**src/rtl/matrix_mult_pkg.sv**
```systemverilog
// Shared types for the matrix-multiply core and its tile scheduler.
// Holds the core config struct, the scheduler job/state types and default sizes.
package matrix_mult_pkg;

  localparam int DEF_ROW       = 4;
  localparam int DEF_COL       = 4;
  localparam int DEF_W_SIZE    = 256;
  localparam int DEF_I_SIZE    = 256;
  localparam int DEF_O_SIZE    = 256;
  localparam int DEF_MAX_TILES = 16;
  localparam int DEF_TIMEOUT   = 4096;

  localparam int W_AW   = $clog2(DEF_W_SIZE);
  localparam int I_AW   = $clog2(DEF_I_SIZE);
  localparam int O_AW   = $clog2(DEF_O_SIZE);
  localparam int TILE_W = $clog2(DEF_MAX_TILES) + 1;
  localparam int DIM_W  = 8;

  typedef struct packed {
    logic [W_AW-1:0]  w_offset;
    logic [I_AW-1:0]  i_offset;
    logic [O_AW-1:0]  psum_offset;
    logic [O_AW-1:0]  o_offset_w;
    logic [I_AW-1:0]  i_rows;
    logic [DIM_W-1:0] w_rows;
    logic [DIM_W-1:0] w_cols;
    logic             accum_en;
    logic [3:0]       extra_config;
  } data_config_struct;

  typedef enum logic [2:0] {
    IDLE  = 3'd0,
    CFG   = 3'd1,
    START = 3'd2,
    WAIT  = 3'd3,
    NEXT  = 3'd4,
    DONE  = 3'd5
  } sched_state_e;

  typedef struct packed {
    logic [TILE_W-1:0] k_tiles;
    logic [TILE_W-1:0] n_tiles;
    logic [I_AW-1:0]   i_rows;
    logic [W_AW-1:0]   w_base;
    logic [I_AW-1:0]   i_base;
    logic [O_AW-1:0]   o_base;
  } tile_job_struct;

endpackage

```
**src/rtl/mm_tile_addr_gen.sv**
```systemverilog
// Per-pass core configuration from the current (k, n) tile and the latched job.
// All offsets wrap modulo their buffer depth.
module mm_tile_addr_gen
  import matrix_mult_pkg::*;
#(
  parameter int ROW    = DEF_ROW,
  parameter int COL    = DEF_COL,
  parameter int IDX_BW = $clog2(DEF_MAX_TILES)
) (
  input  logic [IDX_BW-1:0] k,
  input  logic [IDX_BW-1:0] n,
  input  tile_job_struct    job,
  output data_config_struct cfg
);

  logic [31:0] w_tile;
  logic [31:0] i_step;

  always_comb begin
    i_step = 32'(job.i_rows) + 32'd1;
    // Weight tiles are laid out n-major, each tile ROW words deep.
    w_tile = (32'(n) * 32'(job.k_tiles) + 32'(k)) * 32'(ROW);
    cfg              = '0;
    cfg.w_offset     = job.w_base + W_AW'(w_tile);
    cfg.i_offset     = job.i_base + I_AW'(32'(k) * i_step);
    cfg.psum_offset  = job.o_base + O_AW'(32'(n) * i_step);
    cfg.o_offset_w   = job.o_base + O_AW'(32'(n) * i_step);
    cfg.i_rows       = job.i_rows;
    cfg.w_rows       = DIM_W'(ROW - 1);
    cfg.w_cols       = DIM_W'(COL - 1);
    cfg.accum_en     = (k != '0);
    cfg.extra_config = '0;
  end

endmodule

```
**src/rtl/mm_tile_scheduler.sv**
```systemverilog
// Walks a tiled GEMM job (N outer, K inner) through the matrix-multiply core,
// one start/done pass per tile, with a done watchdog and abort.
module mm_tile_scheduler
  import matrix_mult_pkg::*;
#(
  parameter int ROW       = DEF_ROW,
  parameter int COL       = DEF_COL,
  parameter int W_SIZE    = DEF_W_SIZE,
  parameter int I_SIZE    = DEF_I_SIZE,
  parameter int O_SIZE    = DEF_O_SIZE,
  parameter int MAX_TILES = DEF_MAX_TILES,
  parameter int TIMEOUT   = DEF_TIMEOUT
) (
  input  logic                         clk_i,
  input  logic                         rstn_async_i,
  // Job handshake: a descriptor is taken on any cycle with job_valid_i && job_ready_o;
  // job_ready_o depends only on state, never on job_valid_i.
  input  logic                         job_valid_i,
  output logic                         job_ready_o,
  input  logic [$clog2(MAX_TILES):0]   job_k_tiles_i,
  input  logic [$clog2(MAX_TILES):0]   job_n_tiles_i,
  input  logic [$clog2(I_SIZE)-1:0]    job_i_rows_i,
  input  logic [$clog2(W_SIZE)-1:0]    job_w_base_i,
  input  logic [$clog2(I_SIZE)-1:0]    job_i_base_i,
  input  logic [$clog2(O_SIZE)-1:0]    job_o_base_i,
  input  logic                         abort_i,
  output logic                         core_start_o,
  input  logic                         core_done_i,
  output data_config_struct            data_config_o,
  output logic                         busy_o,
  output logic                         job_done_o,
  output logic                         error_o,
  output logic [$clog2(MAX_TILES)-1:0] k_idx_o,
  output logic [$clog2(MAX_TILES)-1:0] n_idx_o,
  output sched_state_e                 state_o
);

  localparam int IDX_W = $clog2(MAX_TILES);
  localparam int CNT_W = $clog2(TIMEOUT) + 1;

  sched_state_e      state_q, state_d;
  tile_job_struct    job_q, job_d;
  logic [IDX_W-1:0]  k_q, k_d, n_q, n_d;
  logic [CNT_W-1:0]  wd_q, wd_d;
  logic              err_q, err_d;
  logic              last_k, last_n;
  data_config_struct cfg_q, cfg_calc;

  assign last_k = ({1'b0, k_q} == job_q.k_tiles - 1'b1);
  assign last_n = ({1'b0, n_q} == job_q.n_tiles - 1'b1);

  always_comb begin
    state_d = state_q;
    job_d   = job_q;
    k_d     = k_q;
    n_d     = n_q;
    wd_d    = wd_q;
    err_d   = err_q;
    case (state_q)
      IDLE: if (job_valid_i) begin
        job_d.k_tiles = job_k_tiles_i;
        job_d.n_tiles = job_n_tiles_i;
        job_d.i_rows  = job_i_rows_i;
        job_d.w_base  = job_w_base_i;
        job_d.i_base  = job_i_base_i;
        job_d.o_base  = job_o_base_i;
        k_d     = '0;
        n_d     = '0;
        err_d   = 1'b0;
        // Empty jobs finish straight away without touching the core.
        state_d = (job_k_tiles_i == '0 || job_n_tiles_i == '0) ? DONE : CFG;
      end
      CFG:   state_d = START;
      START: begin
        state_d = WAIT;
        wd_d    = '0;
      end
      WAIT: begin
        if (core_done_i) begin
          state_d = NEXT;
        end else if (wd_q == CNT_W'(TIMEOUT - 1)) begin
          err_d   = 1'b1;
          state_d = DONE;
        end else begin
          wd_d = wd_q + 1'b1;
        end
      end
      NEXT: begin
        if (last_k) begin
          k_d     = '0;
          n_d     = n_q + 1'b1;
          state_d = last_n ? DONE : CFG;
        end else begin
          k_d     = k_q + 1'b1;
          state_d = CFG;
        end
      end
      DONE:    state_d = IDLE;
      default: state_d = IDLE;
    endcase
    if (abort_i && state_q != IDLE && state_q != DONE) begin
      state_d = DONE;
      err_d   = err_q;
    end
  end

  // Config is computed from next-state indices so it is valid on the first CFG cycle.
  mm_tile_addr_gen #(
    .ROW    (ROW),
    .COL    (COL),
    .IDX_BW (IDX_W)
  ) u_addr_gen (
    .k   (k_d),
    .n   (n_d),
    .job (job_d),
    .cfg (cfg_calc)
  );

  always_ff @(posedge clk_i or negedge rstn_async_i) begin
    if (!rstn_async_i) begin
      state_q <= IDLE;
      job_q   <= '0;
      k_q     <= '0;
      n_q     <= '0;
      wd_q    <= '0;
      err_q   <= 1'b0;
      cfg_q   <= '0;
    end else begin
      state_q <= state_d;
      job_q   <= job_d;
      k_q     <= k_d;
      n_q     <= n_d;
      wd_q    <= wd_d;
      err_q   <= err_d;
      if (state_d == CFG) cfg_q <= cfg_calc;
    end
  end

  assign job_ready_o   = (state_q == IDLE);
  assign busy_o        = (state_q != IDLE);
  assign core_start_o  = (state_q == START) && !abort_i;
  assign job_done_o    = (state_q == DONE);
  assign error_o       = err_q;
  assign k_idx_o       = k_q;
  assign n_idx_o       = n_q;
  assign data_config_o = cfg_q;
  assign state_o       = state_q;

endmodule

```
**config.mk**
```make
export PLATFORM = sky130hd
export DESIGN_NAME = mm_tile_scheduler
export DESIGN_NICKNAME = d
export VERILOG_FILES = /design/src/rtl/matrix_mult_pkg.sv /design/src/rtl/mm_tile_addr_gen.sv /design/src/rtl/mm_tile_scheduler.sv
export SDC_FILE = /design/constraint.sdc
export NUM_CORES = 1
export LEC_CHECK = 0
export ABC_AREA = 0
export CORE_MARGIN = 4
export CORE_UTILIZATION = 60
export CTS_BUF_LIST = sky130_fd_sc_hd__clkbuf_4
export DETAILED_ROUTE_END_ITERATION = 8
export GPL_TIMING_DRIVEN = 0
export HOLD_SLACK_MARGIN = 0.06
export PLACE_DENSITY = 0.89
export RECOVER_POWER = 100
export SETUP_SLACK_MARGIN = 0.5
export SLEW_MARGIN = 20
export SYNTH_ARGS = -nofsm -noshare
export SYNTH_HDL_FRONTEND = slang
export SYNTH_SLANG_ARGS = --single-unit
```
**constraint.sdc**
```tcl
create_clock -name clk_i -period 16 [get_ports clk_i]
set_input_delay 1.6 -clock clk_i [delete_from_list [all_inputs] [get_ports clk_i]]
set_output_delay 1.6 -clock clk_i [all_outputs]
set_load 0.02 [all_outputs]
```
==> flow_metrics.tcl <==
set metrics [dict create \
    cts_num_sinks 101 \
    cell_internal_pwr_uw 801 \
    cap_violations 3 \
    grt_first_pass_wirelength_um 30100 \
    finalHoldViolations 0 \
    worst_ep_required_time_ps 16430 \
    sequentialPowerShare_pct 27.6 \
    power-per-cell-area_mw_per_mm2 180 \
    run_status "finished, violations left" \
    finalPower_mw 1.56 \
    wl_per_instance_um 16.5 \
    synthesis.instances 816 \
    postCtsSetupBuffers 0 \
    fmax_mhz 103 \
    route.detailed.drc 0 \
    dp_hpwl_um 14200 \
    power.combinational.fraction_pct 64.1 \
    switching_power_uw 760 \
    routed_via_density 5.59 \
    htree_num_levels 3 \
    cts_clock_pin_slew_for_the_worst_setup_and_hold_paths_ps 150 \
    chipHeight_um 118 \
    timing.final.max_slew_violations 112 \
    power_leakage_nw 4.34 \
    final-setup-viol-count 0 \
    gp_congestion 0.965 \
    core-area_sq_mm 0.0116 \
    grt_max_degree 65 \
    global_route.usage.total_pct 27.0 \
    synth_area_leaders "dfrtp_1 (35%), fa_1 (9.9%), nand2_1 (9.1%)" \
    area_share_of_the_largest_cell_type_after_synthesis_pct 34.8 \
    tritoncts_clock_tree "done" \
    layout.cells.non_filler 1098 \
    dp_slack_ps 7230 \
    area_growth_syn_to_layout_pct 19.4 \
    rr_startpoint "state_o[0]" \
    clock_path_buffers 2 \
    timing.hold.ws_ps 484 \
    layout_common_cells "nand2_1 (176), dfrtp_1 (101), inv_1 (77)" \
    final_period_minus_worst_setup_slack_ps 9680 \
    min_from "data_config_o[4]" \
    buffer_ports.inserted 107 \
    grt_pass1_vias 6127 \
    fraction_of_the_cycle_the_final_worst_path_needs_pct 60.5 \
    start_kind "input port" \
    worst_ep_arrival_time_ps 10110 \
    tightest_slew_ps 3450 \
    clock-root-buffer "clkbuf_4" \
    worstPathBufferInverterCount 6 \
    drive_above_1_share_pct 6.18 \
    clock_power_share_pct 8.3 \
    die-area_sq_mm 0.0139 \
    yosys_warnings 0 \
    failed_checks "max-capacitance violations, max-slew violations" \
    setup_ws_ps 6320 \
    chipWidth_um 118 \
    slew_headroom_pct -130 \
    postSynth.asyncResetShare_pct 100 \
    fin_nets 1076 \
    synth.yosys.seq_area_share_pct 34.8 \
    crit_type "in2reg" \
    synthesis.area_per_instance_sq_um 8.90 \
    clkLatencyLatePin_ps 480 \
    cts_buffer_count 9 \
    vdd.ir_drop.worst_mv 0.114 \
    synth_edf_count 0 \
    skew_ps 13.0 \
    cts_hold_buffers 0 \
    synth_top_area_cell "dfrtp_1" \
    initialDrtViolationCount 703 \
    fp-row-count 39 \
    starting_utilization_of_the_core_area_pct 62.5 \
    hold_path.class "reg2reg" \
    antenna_left 0 \
    switching_share_pct 48.7 \
    synth_flop_cell "dfrtp_1" \
    layout.cells.most_common "nand2_1" \
    ios 124 \
    placed_cells_incl_taps 1082 \
    drt_pass1_iterations 5 \
    worstSetupEndpointType "flip-flop" \
    grt_overflow 0 \
    worst_path_max_delay_cell "nor4b_1" \
    synth.lib_cells_used.distinct 60 \
    critical-path-max-stage-delay_ps 1320 \
    finalWirelength_um 18100 \
    rsz0062_at_grt "no" \
    post_synth_instance_area_sq_mm 0.00726 \
    critical-path-top-delay-family "simple AND/OR/NAND/NOR gates" \
    initial_antenna_violation_count 1 \
    postCtsResizedCells 0 \
    post_dp_cell_area_sq_mm 0.00860 \
    utilization_pct 74.7 \
    maximum_fanout_along_the_worst_path 10 \
    final.setup.tns_ps 0 \
    setup.worst_path.start "job_valid_i" \
    synth.ff_latch_count 101 \
    layout.cell_area.non_filler_sq_mm 0.00867 \
    vias 6141 \
]
## cell type report
cell class                      instances  area, sq um
Timing Repair Buffer                  108         1070
Clock buffer                            9         67.6
Multi-Input combinational cell        600         4170
Sequential cell                       101         2530
Tap cell                              143          179
Fill cell                             855         2940
Inverter                               78          293
Antenna cell                            1         2.50
Buffer                                 52          309
Clock inverter                          6         55.1
## cells by family after synthesis
kind of cell | Yosys count | synth area share, %
simple gates | 333 | 21.0
buf+inv | 130 | 8.36
flops | 101 | 34.8
compound gates | 96 | 8.27
fa+ha+maj | 79 | 17.3
xor+xnor | 59 | 7.70
mux | 17 | 2.48
other cells | 1 | 0.0516
## power by group through the flow
stage               Clock, mW  Combinational (mW)  Sequential (mW)
floorplan                   0               0.644            0.475
global placement            0               0.973            0.434
detailed placement          0                1.01            0.438
CTS                     0.132                1.02            0.433
global route            0.143                1.11            0.444
finish                  0.129                1.00            0.431
## final timing paths
path / to / slack (ps) / cells after the start
max: data_config_o[36] / 6320 / 25
min: data_config_o[4] / 480 / 2
max reg2reg: data_config_o[36] / 7540 / 25
min reg2reg: data_config_o[4] / 480 / 2
max in group asynchronous: data_config_o[46] / 10310 / 2
min in group asynchronous: job_q[23] / 1630 / 1
## flip-flops by register name (all words and copies together) (netlist names)
register,cells
job_q,42
n_idx_o,4
error_o,1
data_config_o,34
k_idx_o,4
wd_q,13
state_o,3
## layer usage
| metal | track usage, % | share of wire, % | up-vias |
|---|---|---|---|
| met5 | 0 | 0 | - |
| met4 | 9.89 | 2.8 | 0 |
| met3 | 5.86 | 8.2 | 38 |
| met2 | 43.9 | 48 | 294 |
| met1 | 35.8 | 41 | 2912 |
| li1 | - | - | 2897 |
## worst min-delay path, cell delays in order, from the launching register on
cell and delay, ps:
dfrtp_1 370, nand2_1 50, nand2_1 50
## Yosys cell counts, drive strengths merged, types with 2 or more instances
cell type    n
nand2      176
dfrtp      101
inv         78
nor2        54
ha          43
fa          36
buf         35
o21ai       34
xnor2       33
xor2        24
a21oi       21
and2        21
nand3       19
clkbuf      17
nor3        14
a21o        12
and3         9
mux2i        9
mux2         8
nand4        8
nand2b       6
nor4         6
or4          6
a31oi        5
or3          4
a221oi       3
nor3b        3
o211ai       3
a211oi       2
a22o         2
nand3b       2
o21a         2
o21ba        2
o21bai       2
xnor3        2
No activity file was read; power rests on OpenSTA's default activity.
